## config.mk

```make
export PLATFORM = sky130hd
export DESIGN_NAME = bcd_countdown_timer
export DESIGN_NICKNAME = d
export VERILOG_FILES = /design/src/rtl/bcd_countdown_timer_pkg.sv /design/src/rtl/bcd_to_7seg.sv /design/src/rtl/bcd_countdown_timer.sv
export SDC_FILE = /design/constraint.sdc
export NUM_CORES = 1
export LEC_CHECK = 0
export ABC_AREA = 1
export CORE_ASPECT_RATIO = 0.6
export CORE_MARGIN = 2
export CORE_UTILIZATION = 55
export CTS_BUF_LIST = sky130_fd_sc_hd__clkbuf_2 sky130_fd_sc_hd__clkbuf_4 sky130_fd_sc_hd__clkbuf_8
export CTS_CLUSTER_DIAMETER = 100
export CTS_CLUSTER_SIZE = 30
export DETAILED_ROUTE_END_ITERATION = 12
export PLACE_DENSITY = 0.76
export SETUP_SLACK_MARGIN = 0.5
export SYNTH_ARGS = -nofsm -noshare
export SYNTH_HDL_FRONTEND = slang
export SYNTH_SLANG_ARGS = --single-unit
```

## constraint.sdc

```tcl
create_clock -name clk -period 2.3 [get_ports clk]
set_input_delay 0.69 -clock clk [delete_from_list [all_inputs] [get_ports clk]]
set_output_delay 0.69 -clock clk [all_outputs]
set_load 0.05 [all_outputs]
```

## src/rtl/bcd_countdown_timer_pkg.sv

```systemverilog
// Shared definitions for the BCD countdown timer: FSM state encoding,
// active-low {g,f,e,d,c,b,a} segment patterns, and the preset digit clamp.
package bcd_countdown_timer_pkg;

  typedef enum logic [1:0] {
    IDLE   = 2'd0,
    RUN    = 2'd1,
    PAUSED = 2'd2,
    DONE   = 2'd3
  } state_t;

  localparam logic [6:0] SEG_0   = 7'b1000000;
  localparam logic [6:0] SEG_1   = 7'b1111001;
  localparam logic [6:0] SEG_2   = 7'b0100100;
  localparam logic [6:0] SEG_3   = 7'b0110000;
  localparam logic [6:0] SEG_4   = 7'b0011001;
  localparam logic [6:0] SEG_5   = 7'b0010010;
  localparam logic [6:0] SEG_6   = 7'b0000010;
  localparam logic [6:0] SEG_7   = 7'b1111000;
  localparam logic [6:0] SEG_8   = 7'b0000000;
  localparam logic [6:0] SEG_9   = 7'b0010000;
  localparam logic [6:0] SEG_OFF = 7'b1111111;

  // Presets come from raw switches; anything above 9 is clamped to 9.
  function automatic logic [3:0] sat_bcd(input logic [3:0] d);
    return (d > 4'd9) ? 4'd9 : d;
  endfunction

endpackage

```

## src/rtl/bcd_to_7seg.sv

```systemverilog
// Combinational BCD digit to active-low 7-segment decode {g,f,e,d,c,b,a}.
module bcd_to_7seg
  import bcd_countdown_timer_pkg::*;
(
  input  logic [3:0] digit,
  output logic [6:0] seg
);

  always_comb begin
    seg = SEG_OFF;
    case (digit)
      4'd0:    seg = SEG_0;
      4'd1:    seg = SEG_1;
      4'd2:    seg = SEG_2;
      4'd3:    seg = SEG_3;
      4'd4:    seg = SEG_4;
      4'd5:    seg = SEG_5;
      4'd6:    seg = SEG_6;
      4'd7:    seg = SEG_7;
      4'd8:    seg = SEG_8;
      4'd9:    seg = SEG_9;
      default: seg = SEG_OFF;
    endcase
  end

endmodule

```

## src/rtl/bcd_countdown_timer.sv

```systemverilog
// Two-digit BCD countdown timer (99..00) with prescaled tick, done pulse
// and a multiplexed 2-digit 7-segment driver, all on clk with enables.
//   state  | meaning
//   IDLE   | preset loaded, not counting
//   RUN    | counting down once per tick
//   PAUSED | count and prescaler frozen
//   DONE   | reached 00, waits for load or clr
module bcd_countdown_timer
  import bcd_countdown_timer_pkg::*;
#(
  parameter int CLK_HZ   = 50000000,
  parameter int TICK_HZ  = 1,
  parameter int SCAN_DIV = 50000
) (
  input  logic       clk,
  input  logic       clr,
  input  logic       load,
  input  logic [3:0] in_tens,
  input  logic [3:0] in_ones,
  input  logic       start,
  input  logic       pause,
  output logic [3:0] tens,
  output logic [3:0] ones,
  output logic       running,
  output logic       done,
  output logic [6:0] seg,
  output logic [1:0] an
);

  localparam int DIV = CLK_HZ / TICK_HZ;
  localparam int PW  = $clog2(DIV);
  localparam int SW  = (SCAN_DIV > 1) ? $clog2(SCAN_DIV) : 1;
  localparam logic [PW-1:0] PRE_MAX  = PW'(DIV - 1);
  localparam logic [SW-1:0] SCAN_MAX = SW'(SCAN_DIV - 1);

  state_t          state;
  logic [PW-1:0]   pre;
  logic            tick_en;
  logic [3:0]      dec_tens, dec_ones;
  logic            dec_zero;
  logic [SW-1:0]   scan_cnt;
  logic            sel;
  logic            sel_next;
  logic [3:0]      scan_digit;
  logic [6:0]      seg_next;

  assign tick_en = (state == RUN) && (pre == PRE_MAX);

  always_comb begin
    dec_tens = tens;
    dec_ones = ones;
    if (ones != 4'd0) begin
      dec_ones = ones - 4'd1;
    end else begin
      dec_ones = 4'd9;
      dec_tens = tens - 4'd1;
    end
  end

  assign dec_zero = (dec_tens == 4'd0) && (dec_ones == 4'd0);

  always_ff @(posedge clk or posedge clr) begin
    if (clr) begin
      state   <= IDLE;
      tens    <= 4'd0;
      ones    <= 4'd0;
      pre     <= '0;
      running <= 1'b0;
      done    <= 1'b0;
    end else begin
      done <= 1'b0;
      if (load) begin
        tens    <= sat_bcd(in_tens);
        ones    <= sat_bcd(in_ones);
        pre     <= '0;
        state   <= IDLE;
        running <= 1'b0;
      end else begin
        case (state)
          IDLE: begin
            pre <= '0;
            if (start && !pause) begin
              if (tens == 4'd0 && ones == 4'd0) begin
                state <= DONE;
                done  <= 1'b1;
              end else begin
                state   <= RUN;
                running <= 1'b1;
              end
            end
          end
          RUN: begin
            // Reaching 00 wins over a pause arriving on the same tick.
            if (tick_en) begin
              pre  <= '0;
              tens <= dec_tens;
              ones <= dec_ones;
              if (dec_zero) begin
                state   <= DONE;
                done    <= 1'b1;
                running <= 1'b0;
              end else if (pause) begin
                state   <= PAUSED;
                running <= 1'b0;
              end
            end else begin
              pre <= pre + PW'(1);
              if (pause) begin
                state   <= PAUSED;
                running <= 1'b0;
              end
            end
          end
          PAUSED: begin
            if (start && !pause) begin
              state   <= RUN;
              running <= 1'b1;
            end
          end
          default: begin
            pre <= '0;
          end
        endcase
      end
    end
  end

  assign sel_next   = (scan_cnt == SCAN_MAX) ? ~sel : sel;
  assign scan_digit = sel_next ? tens : ones;

  bcd_to_7seg u_dec (
    .digit (scan_digit),
    .seg   (seg_next)
  );

  always_ff @(posedge clk or posedge clr) begin
    if (clr) begin
      scan_cnt <= '0;
      sel      <= 1'b0;
      an       <= 2'b10;
      seg      <= SEG_0;
    end else begin
      scan_cnt <= (scan_cnt == SCAN_MAX) ? '0 : scan_cnt + SW'(1);
      sel      <= sel_next;
      an       <= sel_next ? 2'b01 : 2'b10;
      seg      <= seg_next;
    end
  end

endmodule
```

# Word level (Yosys, flattened, before mapping)
# Memory sizes are Yosys's and may differ from the RTL's. A register that Yosys moved wholly into a read port is not among the register bits.
# Cells that the tools add are included.
# totals
reg_bits	57
romBits	112
input_bits	13
elab_cells	81
mem_count	1
# memory_table
name	depth	width	rd	rd_clocked_by_memory_dff	write_ports	line	text
(no name shown)	16	7	1	1	0	bcd_to_7seg.sv:11	case (digit)
# classes
addsub	4
magnitude_cmp	2
n_eq_ne	8
n_mux	39
n_bitwise	1
reduce_logical	17
# ops
op	count
$mux 26	2
$pmux 26 s2	1
$mux 4	11
$add 26x1->26 const B	1
$eq 26x26->1 const B	1
$add 16x1->16 const B	1
$eq 16x16->1 const B	1
$logic_not 4->1	4
$mux 16	1
$mux 2	8
$mux 1	13
$ne 3x3->1 const B	3
$gt 4x4->1 const B	2
$reduce_bool 4->1	2
$sub 4x1->4 const B	2
$pmux 2 s3	1
$logic_and 1x1->1	4
$reduce_and 4->1	1
$reduce_bool 2->1	2
$pmux 1 s3	1
$reduce_and 3->1	1
$eq 2x1->1 const B	1
$eq 2x2->1 const B	1
$logic_not 2->1	1
5 further kinds	5

# Longest topological paths before layout
# Gate-level depths: netlist of run 1.
# depth
word_depth	8
mapped_depth	15

# Hierarchy
# Synthesis of run 1 repeated with hierarchy kept, for this count alone.
# unflattened
cells_unflattened	484
area_unflattened_um2	3734.8
# modules_own_cells
mod	n_inst	cells_per_inst	area_per_inst_um2	seq_area_each_um2
bcd_countdown_timer	1	449	3547.2	1579.0
bcd_to_7seg	1	35	187.7	0.0

# Worst setup path after synthesis of run 1
# Ideal clock, no wire load.
# synth_timing
kind	reg2reg
from	reg scan_cnt[0]
to	reg seg[3]
setup_ns	0.117
arrival_ns	1.821
required_time_ns	2.183
setup_slack_ns	0.362
path_stages_with_launch	15
path_buffers	0
synth_period_minus_slack_ns	1.938
cell_sequence	dfrtp_1 -> ha_1 -> nand2_1 -> nor2_2 -> inv_2 -> nor2_4 -> nand2_2 -> nand2_4 -> nand2_4 -> nand2_2 -> nand2_2 -> ha_1 -> nand3_1 -> nand3_1 -> nand2_2
# synth_between
elab_chain_len	3
# synth_lines
element	line	text
from (decl)	bcd_countdown_timer.sv:41	logic [SW-1:0] scan_cnt;
from (signal assigned)	bcd_countdown_timer.sv:143	scan_cnt <= (scan_cnt == SCAN_MAX) ? '0 : scan_cnt + SW'(1);
$eq 16x16->1	bcd_countdown_timer.sv:128	assign sel_next = (scan_cnt == SCAN_MAX) ? ~sel : sel;
$mux 1	bcd_countdown_timer.sv:128	
$mux 4	bcd_countdown_timer.sv:129	assign scan_digit = sel_next ? tens : ones;
to (decl)	bcd_countdown_timer.sv:26	output logic [6:0] seg,
# Every way passes these cells.
# A chain may end at the register's enable or synchronous reset.

# Final worst setup path of run 1
# layout_timing
from	reg scan_cnt[1]
to	reg seg[3]
# Same word-level chain as after synthesis.

==> impl_metrics.json, run 1 <==
{
  "layout-drive-gt1-share_pct": 37.4,
  "path_cells": "ha_2 > nand2_2 > nor2_4 > inv_4 > nor2_4 > buf_6 > nand3_4 > nand3_4 > nand2_4 > ha_4 > nand3_4 > nand3_2 > nand2_2",
  "final_cell_mix": "84 x nand2_1, 56 x dfrtp_1, 53 x inv_1, 53 x nor2_1, 47 x buf_4",
  "die_h_um": 69.6,
  "cts_buffers": 9,
  "design_area_sq_mm": 0.00527,
  "ys_warn_count": 0,
  "hold_violations": 0,
  "dpl_cell_area_sq_mm": 0.00441,
  "fin_crit_ns": 2.03,
  "rsz0062_at_grt": "yes",
  "viasPerCell": 5.51,
  "ctsLongestPathBuffers": 2,
  "start_util_pct": 57.9,
  "crit_family": "simple AND/OR/NAND/NOR gates",
  "period_share_pct": 88.3,
  "drtIter0Drc": 327,
  "wirelength_um": 10700,
  "wl_per_cell_um": 15.8,
  "ys.flop_type": "dfrtp_1",
  "syn_nets": 527,
  "dp_hpwl_um": 6490,
  "rows": 23,
  "num_vias": 3723,
  "ys_seq_area_share_pct": 40.0,
  "synth_cell_types": 38,
  "layout_commonest_cell": "nand2_1",
  "slowest_stage": "dfrtp_1",
  "clk_pin_slew_ns": 0.07,
  "ir_drop_v": 0.000546,
  "avgSynthCellArea_sq_um": 7.86,
  "max_stage_delay_ns": 0.35,
  "grt_use_total_pct": 24.9,
  "syn_area_sq_mm": 0.00395,
  "io_pins": 32,
  "hold_class": "flip-flop to flip-flop",
  "hold-worst-slack_ns": 0.526,
  "grt_remaining_overflow": 0,
  "core_region_area_sq_mm": 0.00682,
  "globalplace.congestion": 0.919,
  "grt_pass1_vias": 3235,
  "num_antenna_cells": 0,
  "pwr_density_cell_mw_per_mm2": 687,
  "clock_skew_ns": 0.00871,
  "end_kind": "flip-flop",
  "area_delta_synth_final_pct": 33.5,
  "crit_path_frequent_cell": "nand3_4",
  "path_buf_inv": 2,
  "slew_headroom_pct": 66.3,
  "num-nets-final": 610,
  "required_ns": 2.55,
  "drc": 0,
  "place_ws_ns": 0.136,
  "dieArea_sq_mm": 0.00789,
  "criticalPathCategory": "flip-flop to flip-flop",
  "setup_slack_ns": 0.270,
  "synth_edf_count": 0,
  "start_kind": "flip-flop",
  "finalSetupTns_ns": 0,
  "setup_violations": 0,
  "grt_pass1_wl_um": 15500,
  "cp.arrival_ns": 2.28,
  "dr.pass1.iters": 5,
  "outcome": "completed",
  "drtAntennaViolNets": 0,
  "max_freq_mhz": 493,
  "insertion_delay_ns": 0.36,
  "syn_inst": 502,
  "tightestPinTransition_ns": 0.505,
  "cts.sinks": 63,
  "crit_fanout": 6,
  "antenna_found_initial": 0,
  "port_buffers": 31,
  "cts-root-buf": "clkbuf_8",
  "synth-async-reset-ratio_pct": 100,
  "post-route-util_pct": 77.3,
  "synth-seq-cells": 63,
  "drv_cap": 0,
  "cts_tree": "done",
  "grt_start_max_net_pins": 26,
  "p_leak_nw": 2.41,
  "die_width_um": 113,
  "htree_levels": 3,
  "slew_violations": 0
}
==> area by class of cell <==
type / count / area [sq um]
repair buffers: 78 / 676
well taps: 87 / 109
clock buffers: 11 / 151
repair inverters: 1 / 7.51
fillers: 468 / 1550
flip-flops and latches: 63 / 1590
inverters: 73 / 295
clock inverters: 4 / 45.0
multi-input cells: 359 / 2400
==> routing by layer <==
| metal | track usage (%) | up-vias | share of wire (%) |
|---|---|---|---|
| li1 | - | 1765 | - |
| met1 | 35.1 | 1812 | 46 |
| met2 | 36.9 | 125 | 47 |
| met3 | 6.99 | 21 | 4.8 |
| met4 | 8.54 | 0 | 1.8 |
| met5 | 0 | - | 0 |
==> synthesized netlist by cell type (11+ instances only) <==
cell type / number / area share [%]
xor2_1: 15 / 3.3
nand2_2: 20 / 3.2
ha_1: 12 / 3.8
inv_1: 61 / 5.8
inv_2: 11 / 1.0
nand3_1: 38 / 4.8
o21ai_0: 18 / 2.3
dfrtp_1: 61 / 39
nor2_1: 60 / 5.7
nand2_1: 99 / 9.4
nor2_2: 13 / 2.1
==> through the flow <==
stage	power [mW]	std cells
finish	3.62	676
global route	3.79	676
CTS	3.39	650
detailed placement	2.33	620
global placement	2.30	620
floorplan	2.02	502
==> report_power, final <==
part	leakage [nW]	switching, mW	internal, mW
clock network	0.105	0.442	0.548
registers	0.821	0.0681	1.20
logic	1.48	0.878	0.489
total	2.41	1.39	2.23
==> worst register-to-register path, stage by stage, from the launching register on <==
cell	delay, ns
dfrtp_1	0.35
ha_2	0.19
nand2_2	0.07
nor2_4	0.14
inv_4	0.07
nor2_4	0.13
buf_6	0.12
nand3_4	0.13
nand3_4	0.15
nand2_4	0.09
ha_4	0.29
nand3_4	0.08
nand3_2	0.07
nand2_2	0.04
==> timing repair <==
action                                  4_1_cts  5_1_grt
buffers inserted                             14       26
endpoints found under the setup margin       48       42
pin swaps                                    16       27
cloned                                        1        0
resized for setup                            68       63
hold buffers                                  0        0
==> registers in the layout (all words and copies together) (netlist names) <==
name	flops
an	2
running	1
done	1
state	2
ones	4
scan_cnt	16
pre	26
seg	7
tens	4
==> cells by family (layout without fill, tap and decap cells) <==
| kind of cell | after synthesis | after routing | share of synthesized area (%) |
|---|---|---|---|
| AOI/OAI and AO/OA | 46 | 46 | 6.56 |
| xor gates and xnor gates | 17 | 17 | 3.77 |
| adders and majority gates | 12 | 12 | 3.80 |
| buffers and inverters | 80 | 167 | 8.02 |
| DFF | 63 | 63 | 40.0 |
| and+or+nand+nor | 284 | 284 | 37.8 |
==> final timing paths <==
check	depth (start not counted)	endpoint	slack, ns	from
hold reg to reg	1	scan_cnt[2]	0.53	scan_cnt[2]
setup reg to reg	13	seg[3]	0.27	scan_cnt[1]
max in group asynchronous	3	pre[20]	1.10	clr
hold / removal	1	scan_cnt[2]	0.53	scan_cnt[2]
min in group asynchronous	2	scan_cnt[11]	0.72	clr
setup / recovery	13	seg[3]	0.27	scan_cnt[1]
(Power assumes the default switching activity.)
==> inputs of run 2 (changes only) <==
--- a/config.mk
+++ b/config.mk
@@ -6,6 +6,7 @@
 export NUM_CORES = 1
 export LEC_CHECK = 0
 export ABC_AREA = 1
+export CAP_MARGIN = 0
 export CORE_ASPECT_RATIO = 0.6
 export CORE_MARGIN = 2
 export CORE_UTILIZATION = 55
@@ -15,6 +16,7 @@
 export DETAILED_ROUTE_END_ITERATION = 12
 export PLACE_DENSITY = 0.76
 export SETUP_SLACK_MARGIN = 0.5
+export SLEW_MARGIN = 20
 export SYNTH_ARGS = -nofsm -noshare
 export SYNTH_HDL_FRONTEND = slang
 export SYNTH_SLANG_ARGS = --single-unit
==> results of run 2 <==
No change in the layout: final DEF, timing and power equal those of run 1.
